===== config.mk =====
export PLATFORM = sky130hd
export DESIGN_NAME = button_press_decoder
export DESIGN_NICKNAME = d
export VERILOG_FILES = /design/src/rtl/button_press_decoder_pkg.sv /design/src/rtl/button_press_decoder_debounce_cell.sv /design/src/rtl/button_press_decoder.sv
export SDC_FILE = /design/constraint.sdc
export NUM_CORES = 1
export LEC_CHECK = 0
export ABC_AREA = 1
export ABC_CLOCK_PERIOD_IN_PS = 4080
export CORE_MARGIN = 4
export CORE_UTILIZATION = 59
export CTS_BUF_LIST = sky130_fd_sc_hd__clkbuf_8
export DETAILED_ROUTE_END_ITERATION = 7
export PLACE_DENSITY_LB_ADDON = 0.08
export REMOVE_ABC_BUFFERS = 1
export SYNTH_ARGS = -nofsm -noshare
export SYNTH_HDL_FRONTEND = slang
export SYNTH_HIERARCHICAL = 1
export SYNTH_SLANG_ARGS = --single-unit

===== constraint.sdc =====
create_clock -name clk -period 4.08 [get_ports clk]
set_input_delay 1.224 -clock clk [delete_from_list [all_inputs] [get_ports clk]]
set_output_delay 1.224 -clock clk [all_outputs]
set_load 0.05 [all_outputs]

===== src/rtl/button_press_decoder_pkg.sv =====
// Shared game definitions: button count, button index/vector types and the
// press-event helpers used by the decoder, the game FSM and the LED logic.
package button_press_decoder_pkg;

  localparam int NUM_BUTTONS = 4;

  typedef logic [1:0]             btn_idx_t;
  typedef logic [NUM_BUTTONS-1:0] btn_vec_t;

  typedef enum logic [0:0] {
    HOLD_EMPTY = 1'b0,
    HOLD_FULL  = 1'b1
  } hold_state_t;

  // Lowest-numbered set button wins.
  function automatic btn_idx_t lowest_idx(input btn_vec_t v);
    btn_idx_t idx;
    casez (v)
      4'b???1: idx = 2'd0;
      4'b??10: idx = 2'd1;
      4'b?100: idx = 2'd2;
      4'b1000: idx = 2'd3;
      default: idx = 2'd0;
    endcase
    return idx;
  endfunction

  // Clearing the lowest set bit leaves something only if two or more were set.
  function automatic logic is_multi(input btn_vec_t v);
    return |(v & (v - 4'd1));
  endfunction

endpackage


===== src/rtl/button_press_decoder_debounce_cell.sv =====
// One button: synchronizer, stability counter and debounced level. The rise
// strobe fires on the same edge that the level flips from 0 to 1.
module debounce_cell #(
  parameter int SYNC_STAGES     = 2,
  parameter int DEBOUNCE_CYCLES = 8
) (
  input  logic clk,
  input  logic reset,
  input  logic btn,
  output logic level,
  output logic rise
);

  localparam int              CW       = $clog2(DEBOUNCE_CYCLES);
  localparam logic [CW-1:0]   CNT_LAST = CW'(DEBOUNCE_CYCLES - 1);
  localparam logic [CW-1:0]   CNT_ONE  = CW'(1);

  logic [SYNC_STAGES-1:0] sync_r;
  logic [CW-1:0]          cnt_r;
  logic                   level_r;
  logic                   s_s;
  logic                   flip_s;

  assign s_s    = sync_r[SYNC_STAGES-1];
  assign flip_s = (s_s != level_r) && (cnt_r == CNT_LAST);
  assign rise   = flip_s && !level_r;
  assign level  = level_r;

  // Metastability synchronizer for the asynchronous raw button.
  always_ff @(posedge clk or posedge reset) begin
    if (reset) begin
      sync_r <= '0;
    end else begin
      sync_r <= {sync_r[SYNC_STAGES-2:0], btn};
    end
  end

  // Level only follows the synchronized input after it has disagreed for a full window.
  always_ff @(posedge clk or posedge reset) begin
    if (reset) begin
      cnt_r   <= '0;
      level_r <= 1'b0;
    end else if (s_s == level_r) begin
      cnt_r   <= '0;
      level_r <= level_r;
    end else if (flip_s) begin
      cnt_r   <= '0;
      level_r <= s_s;
    end else begin
      cnt_r   <= cnt_r + CNT_ONE;
      level_r <= level_r;
    end
  end

endmodule


===== src/rtl/button_press_decoder.sv =====
// Debounces the four game buttons and turns each clean press into a single
// index event held for the game FSM under a valid/ready handshake.
module button_press_decoder
  import button_press_decoder_pkg::*;
#(
  parameter int SYNC_STAGES     = 2,
  parameter int DEBOUNCE_CYCLES = 8
) (
  input  logic                   clk,
  input  logic                   reset,
  input  logic [NUM_BUTTONS-1:0] buttons,
  input  logic                   enable,
  input  logic                   press_ready,
  output logic                   press_valid,
  output logic [1:0]             press_idx,
  output logic                   press_multi,
  output logic                   overrun,
  input  logic                   clear_overrun,
  output logic [NUM_BUTTONS-1:0] btn_level
);

  btn_vec_t    level_s;
  btn_vec_t    rise_s;
  logic        candidate_s;
  hold_state_t state_r;
  logic        valid_r;
  btn_idx_t    idx_r;
  logic        multi_r;
  logic        overrun_r;

  for (genvar i = 0; i < NUM_BUTTONS; i++) begin : g_cell
    debounce_cell #(
      .SYNC_STAGES     (SYNC_STAGES),
      .DEBOUNCE_CYCLES (DEBOUNCE_CYCLES)
    ) u_cell (
      .clk   (clk),
      .reset (reset),
      .btn   (buttons[i]),
      .level (level_s[i]),
      .rise  (rise_s[i])
    );
  end

  assign candidate_s = enable && (rise_s != 4'b0000);

  // Single-entry event holding register plus sticky drop flag.
  always_ff @(posedge clk or posedge reset) begin
    if (reset) begin
      state_r   <= HOLD_EMPTY;
      valid_r   <= 1'b0;
      idx_r     <= 2'd0;
      multi_r   <= 1'b0;
      overrun_r <= 1'b0;
    end else begin
      case (state_r)
        HOLD_EMPTY: begin
          if (candidate_s) begin
            state_r <= HOLD_FULL;
            valid_r <= 1'b1;
            idx_r   <= lowest_idx(rise_s);
            multi_r <= is_multi(rise_s);
          end else begin
            valid_r <= 1'b0;
          end
        end
        HOLD_FULL: begin
          if (press_ready && candidate_s) begin
            idx_r   <= lowest_idx(rise_s);
            multi_r <= is_multi(rise_s);
          end else if (press_ready) begin
            state_r <= HOLD_EMPTY;
            valid_r <= 1'b0;
          end else begin
            valid_r <= 1'b1;
          end
        end
        default: begin
          state_r <= HOLD_EMPTY;
          valid_r <= 1'b0;
        end
      endcase

      if ((state_r == HOLD_FULL) && !press_ready && candidate_s) begin
        overrun_r <= 1'b1;
      end else if (clear_overrun) begin
        overrun_r <= 1'b0;
      end else begin
        overrun_r <= overrun_r;
      end
    end
  end

  assign press_valid = valid_r;
  assign press_idx   = idx_r;
  assign press_multi = multi_r;
  assign overrun     = overrun_r;
  assign btn_level   = level_s;

endmodule


-- Yosys cells after proc, flatten, opt, wreduce, memory -nomap -nowiden
Index checks and enable logic that the tools add are counted.
- register bits: 30
- add/sub/neg operators: 5
- equal/unequal tests: 18
- multiplexer cells: 23
- bitwise logic cells: 6
- reduce and logical (&&, ||, !) cells: 25
- operator list (operator ; count):
    $mux 3 ; 8
    $eq 3x3->1 const B ; 5
    $add 3x1->3 const B ; 4
    $logic_and 1x1->1 ; 12
    $reduce_and 2->1 ; 5
    $mux 1 ; 8
    $pmux 1 s2 ; 3
    $pmux 2 s3 ; 1
    $logic_not 1->1 ; 5
    $not 1->1 ; 5
    $and 4x4->4 ; 1
    $eq 1x1->1 ; 4
    $eq 4x4->1 const B ; 1
    $mux 2 ; 2
    $ne 1x1->1 ; 4
    $ne 2x2->1 const B ; 2
    $pmux 2 s2 ; 1
    $reduce_bool 4->1 ; 1
    $reduce_or 4->1 ; 1
    $sub 4x1->4 const B ; 1
    $eq 2x2->1 const B ; 1
    $ne 2x1->1 const B ; 1
    $reduce_bool 2->1 ; 1

-- Logic depth before layout (Yosys ltp)
- depth after elaboration: 8
- mapped depth: 10
- mapped depth without buffers: 10

-- Cells and area by module
Netlist, hierarchy kept.
- modules (own cells, without submodules) (module ; times used ; cells each ; area each (µm²) ; seq. area each (µm²)):
    debounce_cell ; 4 ; 24 ; 239.0 ; 150.1
    button_press_decoder ; 1 ; 39 ; 302.8 ; 150.1

-- Worst setup path before layout
No wires, ideal clock.
- kind: register to output
- from: reg g_cell[0].u_cell.level_r
- to: out btn_level[0]
- arrival time: 0.629 ns
- required time: 2.856 ns
- slack: 2.227 ns
- stages on the path, launching flop included: 1
- buffers on the path: 0
- cell sequence: dfrtp_1
- RTL lines (what ; line ; text):
    start: declaration ; button_press_decoder_debounce_cell.sv:20 ; logic level_r;
    start signal: assignment ; button_press_decoder_debounce_cell.sv:45 ; level_r <= level_r;
    start signal: assignment ; button_press_decoder_debounce_cell.sv:48 ; level_r <= s_s;
    start signal: assignment ; button_press_decoder_debounce_cell.sv:51 ; level_r <= level_r;
    end: declaration ; button_press_decoder.sv:19 ; output logic [NUM_BUTTONS-1:0] btn_level
No word-level cell between the ends.

-- Worst setup path in the final report
- from: reg g_cell[2].u_cell.level_r
- to: out btn_level[2]
- RTL lines (what ; line):
    start: declaration ; button_press_decoder_debounce_cell.sv:20
    start signal: assignment ; button_press_decoder_debounce_cell.sv:45
    start signal: assignment ; button_press_decoder_debounce_cell.sv:48
    start signal: assignment ; button_press_decoder_debounce_cell.sv:51
No word-level cell between the ends.

==> results.py <==
metrics = {
    "setup_path": {
        "ff2ff_path_depth": 9,
        "max_stage_delay_ns": 0.81,
        "start_kind": "register",
        "crit_buf_inv": 1,
        "reg2reg_from": "g_cell[2].u_cell/cnt_r[0]",
        "cp_max_fo": 4,
        "end_kind": "primary output",
        "cpMaxStageDelayCell": "clkdlybuf4s50_1",
        "critPathTopFamily": "buffers and inverters",
        "critPathKind": "register to primary output",
        "crit_required_ns": 2.86,
        "reg2reg_to": "press_idx[0]",
        "ff2ff_setup_slack_ns": 2.48,
        "crit_chain": "clkdlybuf4s50_1",
        "worstPathArrival_ns": 1.47,
    },
    "finish": {
        "num-fill-cells": 137,
        "mostFrequentLayoutCells": "nand2_1 (31), dfrtp_1 (30), inv_1 (28)",
        "mostFrequentLayoutCell": "nand2_1",
        "diodes": 0,
        "final_util_pct": 77.2,
        "seqCellArea_sq_um": 751,
        "fin_nets": 176,
        "design_area_sq_mm": 0.00155,
        "drive_gt1_share_pct": 6.96,
        "syn_to_final_growth_pct": 22.8,
        "multi_input_area_sq_um": 403,
    },
    "placed_design": {
        "finalWeightedCongestion": 0.696,
        "dp_worst_setup_slack_ns": 1.67,
        "place.port_buffers": 17,
        "dpl.hpwl_microns": 1560,
        "placed_cell_area_sq_mm": 0.00146,
    },
    "die": {
        "die_w_microns": 54.2,
        "dieArea_sq_mm": 0.00294,
        "core-area_sq_mm": 0.00200,
        "die_h_microns": 54.2,
        "ios": 18,
        "start_util_pct": 62.9,
        "rows": 16,
    },
    "synth": {
        "yosysTopAreaCell": "dfrtp_1",
        "syn_inst": 135,
        "synth_area_sq_mm": 0.00126,
        "synth_simple_gate_area_share_pct": 19.4,
        "yosys-top-cells-area": "dfrtp_1 (60%), nand2_1 (9.2%), inv_1 (8.3%), ha_1 (8.0%), nor2_1 (5.4%)",
        "synth_compound_area_share_pct": 4.67,
        "ys_seq_area_share_pct": 59.6,
        "synthAdderAreaFrac_pct": 7.95,
        "synth_xor_area_share_pct": 0,
        "synth_top_family_by_area": "simple AND/OR/NAND/NOR gates",
        "yosys_warnings": 6,
        "synth_mux_area_share_pct": 0,
        "yosys.area.top_type_share_pct": 59.6,
        "synthDistinctLibCells": 13,
        "synth_area_per_cell_sq_um": 9.32,
        "synth_seq_cells": 30,
    },
    "status": {
        "status": "finished clean",
    },
    "power": {
        "powerDensity_mw_per_mm2": 582,
        "max-vdd-ir-drop_v": 0.000457,
        "p_leak_nw": 0.813,
    },
    "clocking": {
        "cts_buffers": 5,
        "cts.repair.resized": 0,
        "path_clk_slew_ns": 0.06,
        "hold_buffers": 0,
        "cts.sink_count": 30,
        "cts_setup_buffers": 0,
        "cts_max_level": 2,
        "cts_tree": "yes",
        "clk_path_buf_depth": 2,
        "clockRootBuffer": "clkbuf_8",
        "clk_latency_ns": 0.27,
    },
    "timing": {
        "setup_viol": 0,
        "min_period_ns": 2.69,
        "worst_slew_pin_slew_ns": 0.498,
        "whs_ns": 0.342,
        "setup_slack_ns": 1.39,
        "grt_setup_unrepaired": "no",
        "maxSlewHeadroom_pct": 66.7,
        "fin_crit_sh_pct": 66.0,
        "setup-tns-final_ns": 0,
        "hold_violations": 0,
        "skew_ns": 0.00376,
        "achievable-frequency_mhz": 371,
        "drv_slew": 0,
    },
    "global_routing": {
        "antenna_found_initial": 0,
        "grt_pass1_wl_microns": 3760,
        "grt_max_degree": 9,
        "grt_util_all_layers_pct": 18.6,
        "grt_overflow": 0,
        "grt_pass1_vias": 947,
    },
    "detailed_routing": {
        "vias_per_cell": 4.79,
        "wl_per_cell_microns": 11.2,
        "routed_wl_microns": 2070,
        "drc": 0,
        "drtIter0Drc": 11,
        "final_antenna_net_count": 0,
        "drt_first_pass_iters": 4,
        "vias": 886,
    },
    "job": {
        "max_cap_viol_count": 0,
    },
    "hold_path": {
        "holdPathEnd": "g_cell[3].u_cell/sync_r[1]",
        "holdPathStages": 0,
        "min-delay-start": "g_cell[3].u_cell/sync_r[0]",
        "hp-class": "register to register",
    },
}
==> cells in the mapped netlist <==
master,n
inv_1,28
or2_0,4
dfrtp_1,30
o21ai_0,7
nand2_1,31
ha_1,8
o22ai_1,1
nand2_2,2
o21ai_1,2
nor2_1,18
nor2_2,2
o21bai_1,1
nand3_2,1
==> how the worst max path moves through the flow <==
stage	start	endpoint	slack, ns	cells past startpoint
final	g_cell[2].u_cell/level	btn_level[2]	1.39	1
after detailed placement	g_cell[2].u_cell/level	btn_level[2]	1.67	1
after CTS	g_cell[3].u_cell/level	btn_level[3]	1.38	1
after global placement	g_cell[0].u_cell/level	btn_level[0]	1.69	1
after global routing	g_cell[0].u_cell/level	btn_level[0]	1.33	1
after floorplan	g_cell[0].u_cell/level	btn_level[0]	2.23	0
==> flip-flops by register name (all words and copies together) (netlist names) <==
signal                flops
press_valid               1
overrun                   1
g_cell.u_cell/level       4
g_cell.u_cell/cnt_r      12
press_idx                 2
g_cell.u_cell/sync_r      8
press_multi               1
state_r                   1
==> stage by stage <==
stage               power, mW  std cells
floorplan               0.594        135
global placement        0.658        179
detailed placement      0.676        179
CTS                     0.909        185
global route            0.972        185
finish                  0.900        185
==> where the power goes <==
group	internal (mW)	total, mW	leakage (nW)	switching (mW)
clock network	0.130	0.227	0.0431	0.0972
registers	0.368	0.407	0.388	0.0393
logic	0.0981	0.266	0.381	0.168
==> layer usage <==
layer / up-vias / track usage (%) / part of all wire (%)
met2: 22 / 33.1 / 51
met4: 0 / 3.73 / 0
met3: 0 / 8.31 / 6.5
met1: 414 / 20.2 / 43
li1: 450 / - / -
met5: - / 0 / 0
==> cells by family (layout without fill, tap and decap cells) <==
| kind of cell | after synthesis | in the layout |
|---|---|---|
| AND/OR/NAND/NOR | 58 | 58 |
| flip-flops | 30 | 30 |
| buffers and inverters | 28 | 51 |
| AO/OA/AOI/OAI | 11 | 11 |
| adder cells (fa/ha/maj) | 8 | 8 |
==> area by class of cell <==
class                   count  share of cell area [%]
repair buffers             17                    11.0
well taps                  27                    2.19
multi-input cells          77                    26.1
inverters                  28                    6.80
clock buffers               6                    5.34
flip-flops and latches     30                    48.6
(Power assumes the default switching activity.)
